===== src/rtl/acc_queue_pkg.sv =====
// Shared types and defaults for the accelerator commit queue.
// The entry layout follows the core configuration widths.
package acc_queue_pkg;
    localparam int unsigned CfgXLEN              = 64;
    localparam int unsigned CfgInstrWidth        = 32;
    localparam int unsigned CfgTransIdWidth      = 3;
    localparam int unsigned AccQueueDepthDefault = 4;

    typedef struct packed {
        logic [CfgInstrWidth-1:0]   instr;
        logic [CfgXLEN-1:0]         rs1;
        logic [CfgXLEN-1:0]         rs2;
        logic [CfgTransIdWidth-1:0] trans_id;
    } acc_entry_t;
endpackage


===== src/rtl/acc_commit_queue.sv =====
// In-order speculative holding queue in front of the vector accelerator port.
// Entries are enqueued speculatively, committed in order, and dispatched once committed.
module acc_commit_queue
    import acc_queue_pkg::*;
#(
    parameter  int unsigned Depth        = AccQueueDepthDefault,
    parameter  int unsigned InstrWidth   = CfgInstrWidth,
    parameter  int unsigned XLEN         = CfgXLEN,
    parameter  int unsigned TransIdWidth = CfgTransIdWidth,
    localparam int unsigned CntW         = $clog2(Depth + 1)
) (
    input  logic                    clk_i,
    input  logic                    rst_i,
    input  logic                    flush_i,
    input  logic                    in_valid_i,
    output logic                    in_ready_o,
    input  logic [InstrWidth-1:0]   in_instr_i,
    input  logic [XLEN-1:0]         in_rs1_i,
    input  logic [XLEN-1:0]         in_rs2_i,
    input  logic [TransIdWidth-1:0] in_trans_id_i,
    input  logic                    commit_i,
    input  logic [TransIdWidth-1:0] commit_trans_id_i,
    output logic                    acc_req_valid_o,
    input  logic                    acc_req_ready_i,
    output logic [InstrWidth-1:0]   acc_req_instr_o,
    output logic [XLEN-1:0]         acc_req_rs1_o,
    output logic [XLEN-1:0]         acc_req_rs2_o,
    output logic [TransIdWidth-1:0] acc_req_trans_id_o,
    output logic                    empty_o,
    output logic [CntW-1:0]         count_o
);
    localparam int unsigned PtrW = $clog2(Depth);

    typedef struct packed {
        logic [InstrWidth-1:0]   instr;
        logic [XLEN-1:0]         rs1;
        logic [XLEN-1:0]         rs2;
        logic [TransIdWidth-1:0] trans_id;
    } entry_t;

    function automatic logic [PtrW-1:0] ptr_inc(input logic [PtrW-1:0] p);
        return (p == PtrW'(Depth - 1)) ? '0 : p + 1'b1;
    endfunction

    entry_t          r_mem [Depth];
    logic [PtrW-1:0] r_wr_ptr, r_cm_ptr, r_rd_ptr;
    logic [CntW-1:0] r_n_total, r_n_commit;

    logic            w_enq, w_com, w_deq;
    logic [PtrW-1:0] w_wr_ptr_nxt, w_cm_ptr_nxt, w_rd_ptr_nxt;
    logic [CntW-1:0] w_n_total_nxt, w_n_commit_nxt;

    // Ready looks only at registered occupancy, so a full queue refuses even during a dispatch.
    assign in_ready_o      = (r_n_total < CntW'(Depth));
    assign acc_req_valid_o = (r_n_commit != '0);
    assign empty_o         = (r_n_total == '0);
    assign count_o         = r_n_total;

    assign acc_req_instr_o    = r_mem[r_rd_ptr].instr;
    assign acc_req_rs1_o      = r_mem[r_rd_ptr].rs1;
    assign acc_req_rs2_o      = r_mem[r_rd_ptr].rs2;
    assign acc_req_trans_id_o = r_mem[r_rd_ptr].trans_id;

    assign w_enq = in_valid_i && in_ready_o && !flush_i;
    assign w_com = commit_i && (r_n_total > r_n_commit);
    assign w_deq = acc_req_valid_o && acc_req_ready_i;

    always_comb begin
        w_cm_ptr_nxt   = w_com ? ptr_inc(r_cm_ptr) : r_cm_ptr;
        w_rd_ptr_nxt   = w_deq ? ptr_inc(r_rd_ptr) : r_rd_ptr;
        w_n_commit_nxt = r_n_commit + CntW'(w_com) - CntW'(w_deq);
        w_wr_ptr_nxt   = w_enq ? ptr_inc(r_wr_ptr) : r_wr_ptr;
        w_n_total_nxt  = r_n_total + CntW'(w_enq) - CntW'(w_deq);
        // Flush rewinds the write side to the commit boundary after this cycle's commit lands.
        if (flush_i) begin
            w_wr_ptr_nxt  = w_cm_ptr_nxt;
            w_n_total_nxt = w_n_commit_nxt;
        end
    end

    always_ff @(posedge clk_i or posedge rst_i) begin
        if (rst_i) begin
            r_wr_ptr   <= '0;
            r_cm_ptr   <= '0;
            r_rd_ptr   <= '0;
            r_n_total  <= '0;
            r_n_commit <= '0;
        end else begin
            r_wr_ptr   <= w_wr_ptr_nxt;
            r_cm_ptr   <= w_cm_ptr_nxt;
            r_rd_ptr   <= w_rd_ptr_nxt;
            r_n_total  <= w_n_total_nxt;
            r_n_commit <= w_n_commit_nxt;
        end
    end

    always_ff @(posedge clk_i) begin
        if (w_enq) begin
            r_mem[r_wr_ptr].instr    <= in_instr_i;
            r_mem[r_wr_ptr].rs1      <= in_rs1_i;
            r_mem[r_wr_ptr].rs2      <= in_rs2_i;
            r_mem[r_wr_ptr].trans_id <= in_trans_id_i;
        end
    end
endmodule

===== config.mk =====
export PLATFORM = sky130hd
export DESIGN_NAME = acc_commit_queue
export DESIGN_NICKNAME = d
export VERILOG_FILES = /design/src/rtl/acc_queue_pkg.sv /design/src/rtl/acc_commit_queue.sv
export SDC_FILE = /design/constraint.sdc
export NUM_CORES = 1
export LEC_CHECK = 0
export CELL_PAD_IN_SITES_DETAIL_PLACEMENT = 1
export CELL_PAD_IN_SITES_GLOBAL_PLACEMENT = 1
export CORE_ASPECT_RATIO = 2
export CORE_UTILIZATION = 43
export CTS_CLUSTER_SIZE = 24
export DETAILED_ROUTE_END_ITERATION = 8
export PLACE_DENSITY = 0.86
export SYNTH_ARGS = -nofsm -noshare
export SYNTH_HDL_FRONTEND = slang
export SYNTH_SLANG_ARGS = --single-unit

===== constraint.sdc =====
create_clock -name clk_i -period 5.35 [get_ports clk_i]
set_input_delay 0.535 -clock clk_i [delete_from_list [all_inputs] [get_ports clk_i]]
set_output_delay 0.535 -clock clk_i [all_outputs]
set_load 0.02 [all_outputs]

# [After elaboration in Yosys (flattened, before gate mapping)]
# Memory sizes are Yosys's and may differ from the RTL's.
# Index checks and enable logic that the tools add are counted.
# Widths: inputs -> output; s select.
[op_classes] n_eq_ne=3 mux=9 n_reduce_logical=8 magnitude_cmp=2 n_addsub=7
[ops] cell="$mux 2" count=6
[ops] cell="$add 2x1->2 const B" count=3
[ops] cell="$add 3x1->3" count=2
[ops] cell="$eq 2x2->1 const B" count=3
[ops] cell="$sub 3x1->3" count=2
[ops] cell="$logic_and 1x1->1" count=4
[ops] cell="$gt 3x3->1" count=1
[ops] cell="$logic_not 3->1" count=1
[ops] cell="$lt 3x3->1 const B" count=1
[ops] cell="$mux 3" count=1
[ops] cell="$reduce_bool 3->1" count=1
[ops] cell="$mux 1" count=2
[ops] cell="$reduce_bool 2->1" count=1
[ops] cell="$logic_not 1->1" count=1
[totals] output_inout_bits=169 regBits=12 ramBits=652 wordCells=35 in_bits=172 n_memories=1
[memory_table] memory="r_mem" depth=4 word_bits=163 rd=1 rd_clocked_by_memory_dff=0 wr=1 line="acc_commit_queue.sv:45" source="entry_t r_mem [Depth];"

# [Depth between registers and ports, before layout]
[logic_depth] depth_word=6 ltp_mapped=13 depth_no_buf=12

# [Worst setup path before layout]
# OpenSTA, ideal clock, no wires.
[synth_timing] path_kind="input to register" startpoint="input in_valid_i" endpoint="memory r_mem[0][0] in the netlist's numbering, enable pin" n_path_buf=0 setup_ps=543 setup_slack_ps=22 arrival_ps=4785 t_required_ps=4807 cell_stages=3 cell_sequence="nor2b_1 > nor2b_1 > and2_1"
[synth_between] elab_chain_cells=4
[synth_rtl] element="start, declared" line="acc_commit_queue.sv:15" source="input logic in_valid_i,"
[synth_rtl] element="$logic_and 1x1->1 (2 in series)" line="acc_commit_queue.sv:64" source="assign w_enq = in_valid_i && in_ready_o && !flush_i;"
[synth_rtl] element="$mux 1" line="acc_commit_queue.sv:98" source="if (w_enq) begin"
[synth_rtl] element="$mux 1 (not written as such)" line="acc_commit_queue.sv:102" source="r_mem[r_wr_ptr].trans_id <= in_trans_id_i;"
[synth_rtl] element="end, declared" line="acc_commit_queue.sv:45"
# Every way passes these cells.

# [Worst setup path after layout]
[layout_timing] startpoint="register r_rd_ptr[0]" endpoint="output acc_req_rs2_o[12]"
[layout_between] elab_chain_cells=1
[layout_rtl] element="start, declared" line="acc_commit_queue.sv:46" source="logic [PtrW-1:0] r_wr_ptr, r_cm_ptr, r_rd_ptr;"
[layout_rtl] element="start signal, assigned" line="acc_commit_queue.sv:91" source="r_rd_ptr <= w_rd_ptr_nxt;"
[layout_rtl] element="$mem_v2 4x163"
[layout_rtl] element="end, declared" line="acc_commit_queue.sv:27" source="output logic [XLEN-1:0] acc_req_rs2_o,"
# Every way passes these cells.

==> impl_metrics.xml <==
<?xml version="1.0" encoding="UTF-8"?>
<metrics>
  <group name="routing">
    <metric name="dr.pass1.iters" unit="">5</metric>
    <metric name="wl" unit="µm">54900</metric>
    <metric name="post_drt_wl_per_cell" unit="µm">25.9</metric>
    <metric name="vias_per_cell" unit="">5.19</metric>
    <metric name="route.detailed.drc" unit="">0</metric>
    <metric name="detail-route-antenna-nets" unit="">0</metric>
    <metric name="via_count" unit="">11000</metric>
    <metric name="drt-initial-drc-count" unit="">753</metric>
  </group>
  <group name="sta">
    <metric name="worst_pin_slew" unit="ns">1.00</metric>
    <metric name="maxClockFrequency" unit="MHz">257</metric>
    <metric name="setup_repair_after_global_routing_missed_its_margin" unit="">false</metric>
    <metric name="hold_viol" unit="">0</metric>
    <metric name="timing.setup.tns" unit="ns">0</metric>
    <metric name="drv_slew" unit="">0</metric>
    <metric name="finalClockSkew" unit="ns">0.0174</metric>
    <metric name="timing.final.setup_violations" unit="">0</metric>
    <metric name="final.period_utilization" unit="">0.726</metric>
    <metric name="max-slew-margin-rel" unit="">0.332</metric>
    <metric name="post-route-min-period" unit="ns">3.89</metric>
  </group>
  <group name="synth">
    <metric name="synth_top_family_by_area" unit="">multiplexers</metric>
    <metric name="ys.flop_type" unit="">edfxtp_1</metric>
    <metric name="postSynth.asyncResetShare" unit="">0.0181</metric>
    <metric name="synthSimpleGateAreaFrac" unit="">0.00467</metric>
    <metric name="ys_types" unit="">34</metric>
    <metric name="synth_xor_xnor_area_share" unit="">0.00144</metric>
    <metric name="syn-cell-area" unit="µm²">24400</metric>
    <metric name="post_synth_edffs" unit="">652</metric>
    <metric name="synthesis.instances" unit="">933</metric>
    <metric name="part_of_the_yosys_area_used_for_sequential_elements" unit="">0.815</metric>
    <metric name="mappedNetlistNets" unit="">1120</metric>
    <metric name="synth_mux_area_frac" unit="">0.154</metric>
    <metric name="synth_compound_gate_area_share" unit="">0.00210</metric>
    <metric name="synth-seq-cells" unit="">664</metric>
    <metric name="syn_avg_cell_area" unit="µm²">26.1</metric>
    <metric name="synth_fa_ha_area_frac" unit="">0.00831</metric>
    <metric name="yosys_warnings" unit="">0</metric>
  </group>
  <group name="finish">
    <metric name="finalCoreUtilization" unit="">0.543</metric>
    <metric name="syn_to_final_growth" unit="%">25.0</metric>
    <metric name="drive_above_1_share" unit="">0.200</metric>
    <metric name="layout.nets" unit="">1495</metric>
  </group>
  <group name="floorplan">
    <metric name="floorplan.initialDensity" unit="">0.434</metric>
    <metric name="core.rowCount" unit="">123</metric>
    <metric name="fp.dieArea" unit="µm²">57800</metric>
    <metric name="die_h" unit="µm">339</metric>
    <metric name="fp.dieW" unit="µm">170</metric>
    <metric name="design.core.area" unit="µm²">56200</metric>
    <metric name="ios" unit="">341</metric>
  </group>
  <group name="critical_path">
    <metric name="crit_path_start" unit="">r_rd_ptr[0]</metric>
    <metric name="crit_type" unit="">flip-flop to primary output</metric>
    <metric name="critical_path_required" unit="ns">4.82</metric>
    <metric name="crit_path_cell_trace" unit="">buf_4 -&gt; mux4_2 -&gt; clkdlybuf4s50_1</metric>
    <metric name="timing.rr.start" unit="">r_n_commit[1]</metric>
    <metric name="cp.arrival" unit="ns">3.35</metric>
    <metric name="worst_path_largest_cell_delay" unit="ns">1.05</metric>
    <metric name="slowest_stage" unit="">dfrtp_4</metric>
    <metric name="critical_path_source_type" unit="">flip-flop</metric>
    <metric name="cp_max_fo" unit="">45</metric>
    <metric name="worstSetupEndpointType" unit="">primary output</metric>
  </group>
  <group name="clocking">
    <metric name="cts_sinks" unit="">664</metric>
    <metric name="clock_pin_slew_on_the_worst_setup_and_hold_paths" unit="ns">0.06</metric>
    <metric name="cts_tree" unit="">yes</metric>
    <metric name="cts_max_path_buffers" unit="">3</metric>
    <metric name="cts_resized" unit="">0</metric>
    <metric name="maximum_level_of_the_cts_h_tree" unit="">2</metric>
    <metric name="cts.repair_timing.setup_buffer_count" unit="">0</metric>
    <metric name="cts_hold_repair.buffers" unit="">0</metric>
    <metric name="cts_root_buffer" unit="">clkbuf_16</metric>
    <metric name="cts-buffers-inserted" unit="">56</metric>
    <metric name="clock_latency" unit="ns">0.60</metric>
  </group>
  <group name="placed_design">
    <metric name="dp_hpwl" unit="µm">36100</metric>
    <metric name="io_buffer_count" unit="">337</metric>
    <metric name="gp_congestion" unit="">0.760</metric>
  </group>
  <group name="global_route">
    <metric name="vias_in_the_first_global_route" unit="">12400</metric>
    <metric name="grt_start_max_net_pins" unit="">86</metric>
    <metric name="grt_first_pass_wirelength" unit="µm">79500</metric>
    <metric name="global_route.usage.total" unit="">0.191</metric>
    <metric name="overflow" unit="">0</metric>
    <metric name="grt_antenna_before_repair" unit="">10</metric>
  </group>
  <group name="power">
    <metric name="power.static_leakage" unit="nW">9.62</metric>
    <metric name="max-vdd-ir-drop" unit="mV">0.400</metric>
    <metric name="power.density_cell_area" unit="nW/µm²">513</metric>
  </group>
  <group name="run">
    <metric name="maxCapViolCount" unit="">0</metric>
  </group>
  <group name="min_path">
    <metric name="min-delay-path-class" unit="">input port to asynchronous set/reset pin</metric>
  </group>
  <group name="status">
    <metric name="run_status" unit="">completed</metric>
  </group>
</metrics>
-- Yosys cell counts (2+ instances only) --
master,number,area [µm²]
and2_1,4,25.0
buf_2,11,55.1
buf_6,18,203
clkbuf_1,8,30.0
dfrtp_1,12,300
edfxtp_1,652,19600
fa_1,2,40.0
ha_1,13,163
inv_1,15,56.3
mux2_1,3,33.8
mux2_2,3,33.8
mux4_2,163,3670
nor2_1,4,15.0
nor2b_1,2,12.5
nor3_1,2,10.0
xnor2_1,3,26.3
-- registers in the layout (all words and copies together), names as in the netlist --
register / count
count_o: 3
r_cm_ptr: 2
r_mem: 652
r_n_commit: 3
r_rd_ptr: 2
r_wr_ptr: 2
-- where the power goes --
group,switching (mW),leakage [nW],internal (mW)
clock,1.79,0.835,2.09
sequential,0.289,6.03,6.16
combinational,2.68,2.75,2.63
-- final cells by class --
class                           instances  area [µm²]
Inverter                               15        56.3
Clock buffer                           68        1450
Sequential cell                       664       19900
Fill cell                            4781       25700
Timing Repair Buffer                  356        3670
Multi-Input combinational cell        215        4160
Antenna cell                           11        27.5
Clock inverter                         38         304
Tap cell                              750         938
-- critical path, delay by kind of cell, from the launching register on --
kind	cells	cell delay, ns
buffers and inverters	2	1.07
flip-flops	1	1.05
multiplexers	1	0.59
-- through the flow --
step	total power [mW]	hold slack, ns	instance area (µm²)	worst slack, ns	instances
2_1_floorplan	9.69	0.400	24400	0.0224	933
3_3_place_gp	11.8	0.506	28700	2.01	2000
3_5_place_dp	11.9	0.546	28700	1.91	2000
4_1_cts	15.9	0.225	30500	1.29	2106
5_1_grt	16.2	0.279	30500	1.27	2117
6_report	15.6	0.251	30500	1.46	2117
-- worst paths after layout --
kind | to | slack [ns] | cells past startpoint
setup / recovery | acc_req_rs2_o[12] | 1.46 | 3
hold / removal | count_o[0] | 0.25 | 2
setup reg to reg | count_o[2] | 2.34 | 12
hold reg to reg | r_n_commit[0] | 0.58 | 1
max in group asynchronous | r_rd_ptr[0] | 4.72 | 2
min in group clk_i | r_mem[1][138] | 0.56 | 1
-- routing by layer --
metal	global-route usage	vias up	routed length (µm)
li1	-	4763	-
met1	0.205	5780	19400
met2	0.354	348	30700
met3	0.0365	95	2890
met4	0.0927	0	1880
met5	0	-	0
-- logic make-up (layout without fill, tap and decap cells) --
logic type,count (synthesis),count (layout)
xor gates and xnor gates,4,4
adders and majority gates,15,15
DFF,664,664
AOI/OAI and AO/OA,6,6
muxes,170,170
other,0,11
buffers and inverters,54,477
and+or+nand+nor,20,20
-- cells in the final DEF (no fill, tap or decap), drive strengths merged, types with 6 or more instances in the layout --
master	n
clkbuf	68
dfrtp	12
edfxtp	652
mux4	163
diode	11
inv	16
clkdlybuf4s50	337
clkinvlp	6
clkinv	28
buf	19
mux2	6
ha	13
Note: power is estimated with default switching activity, not from simulation.
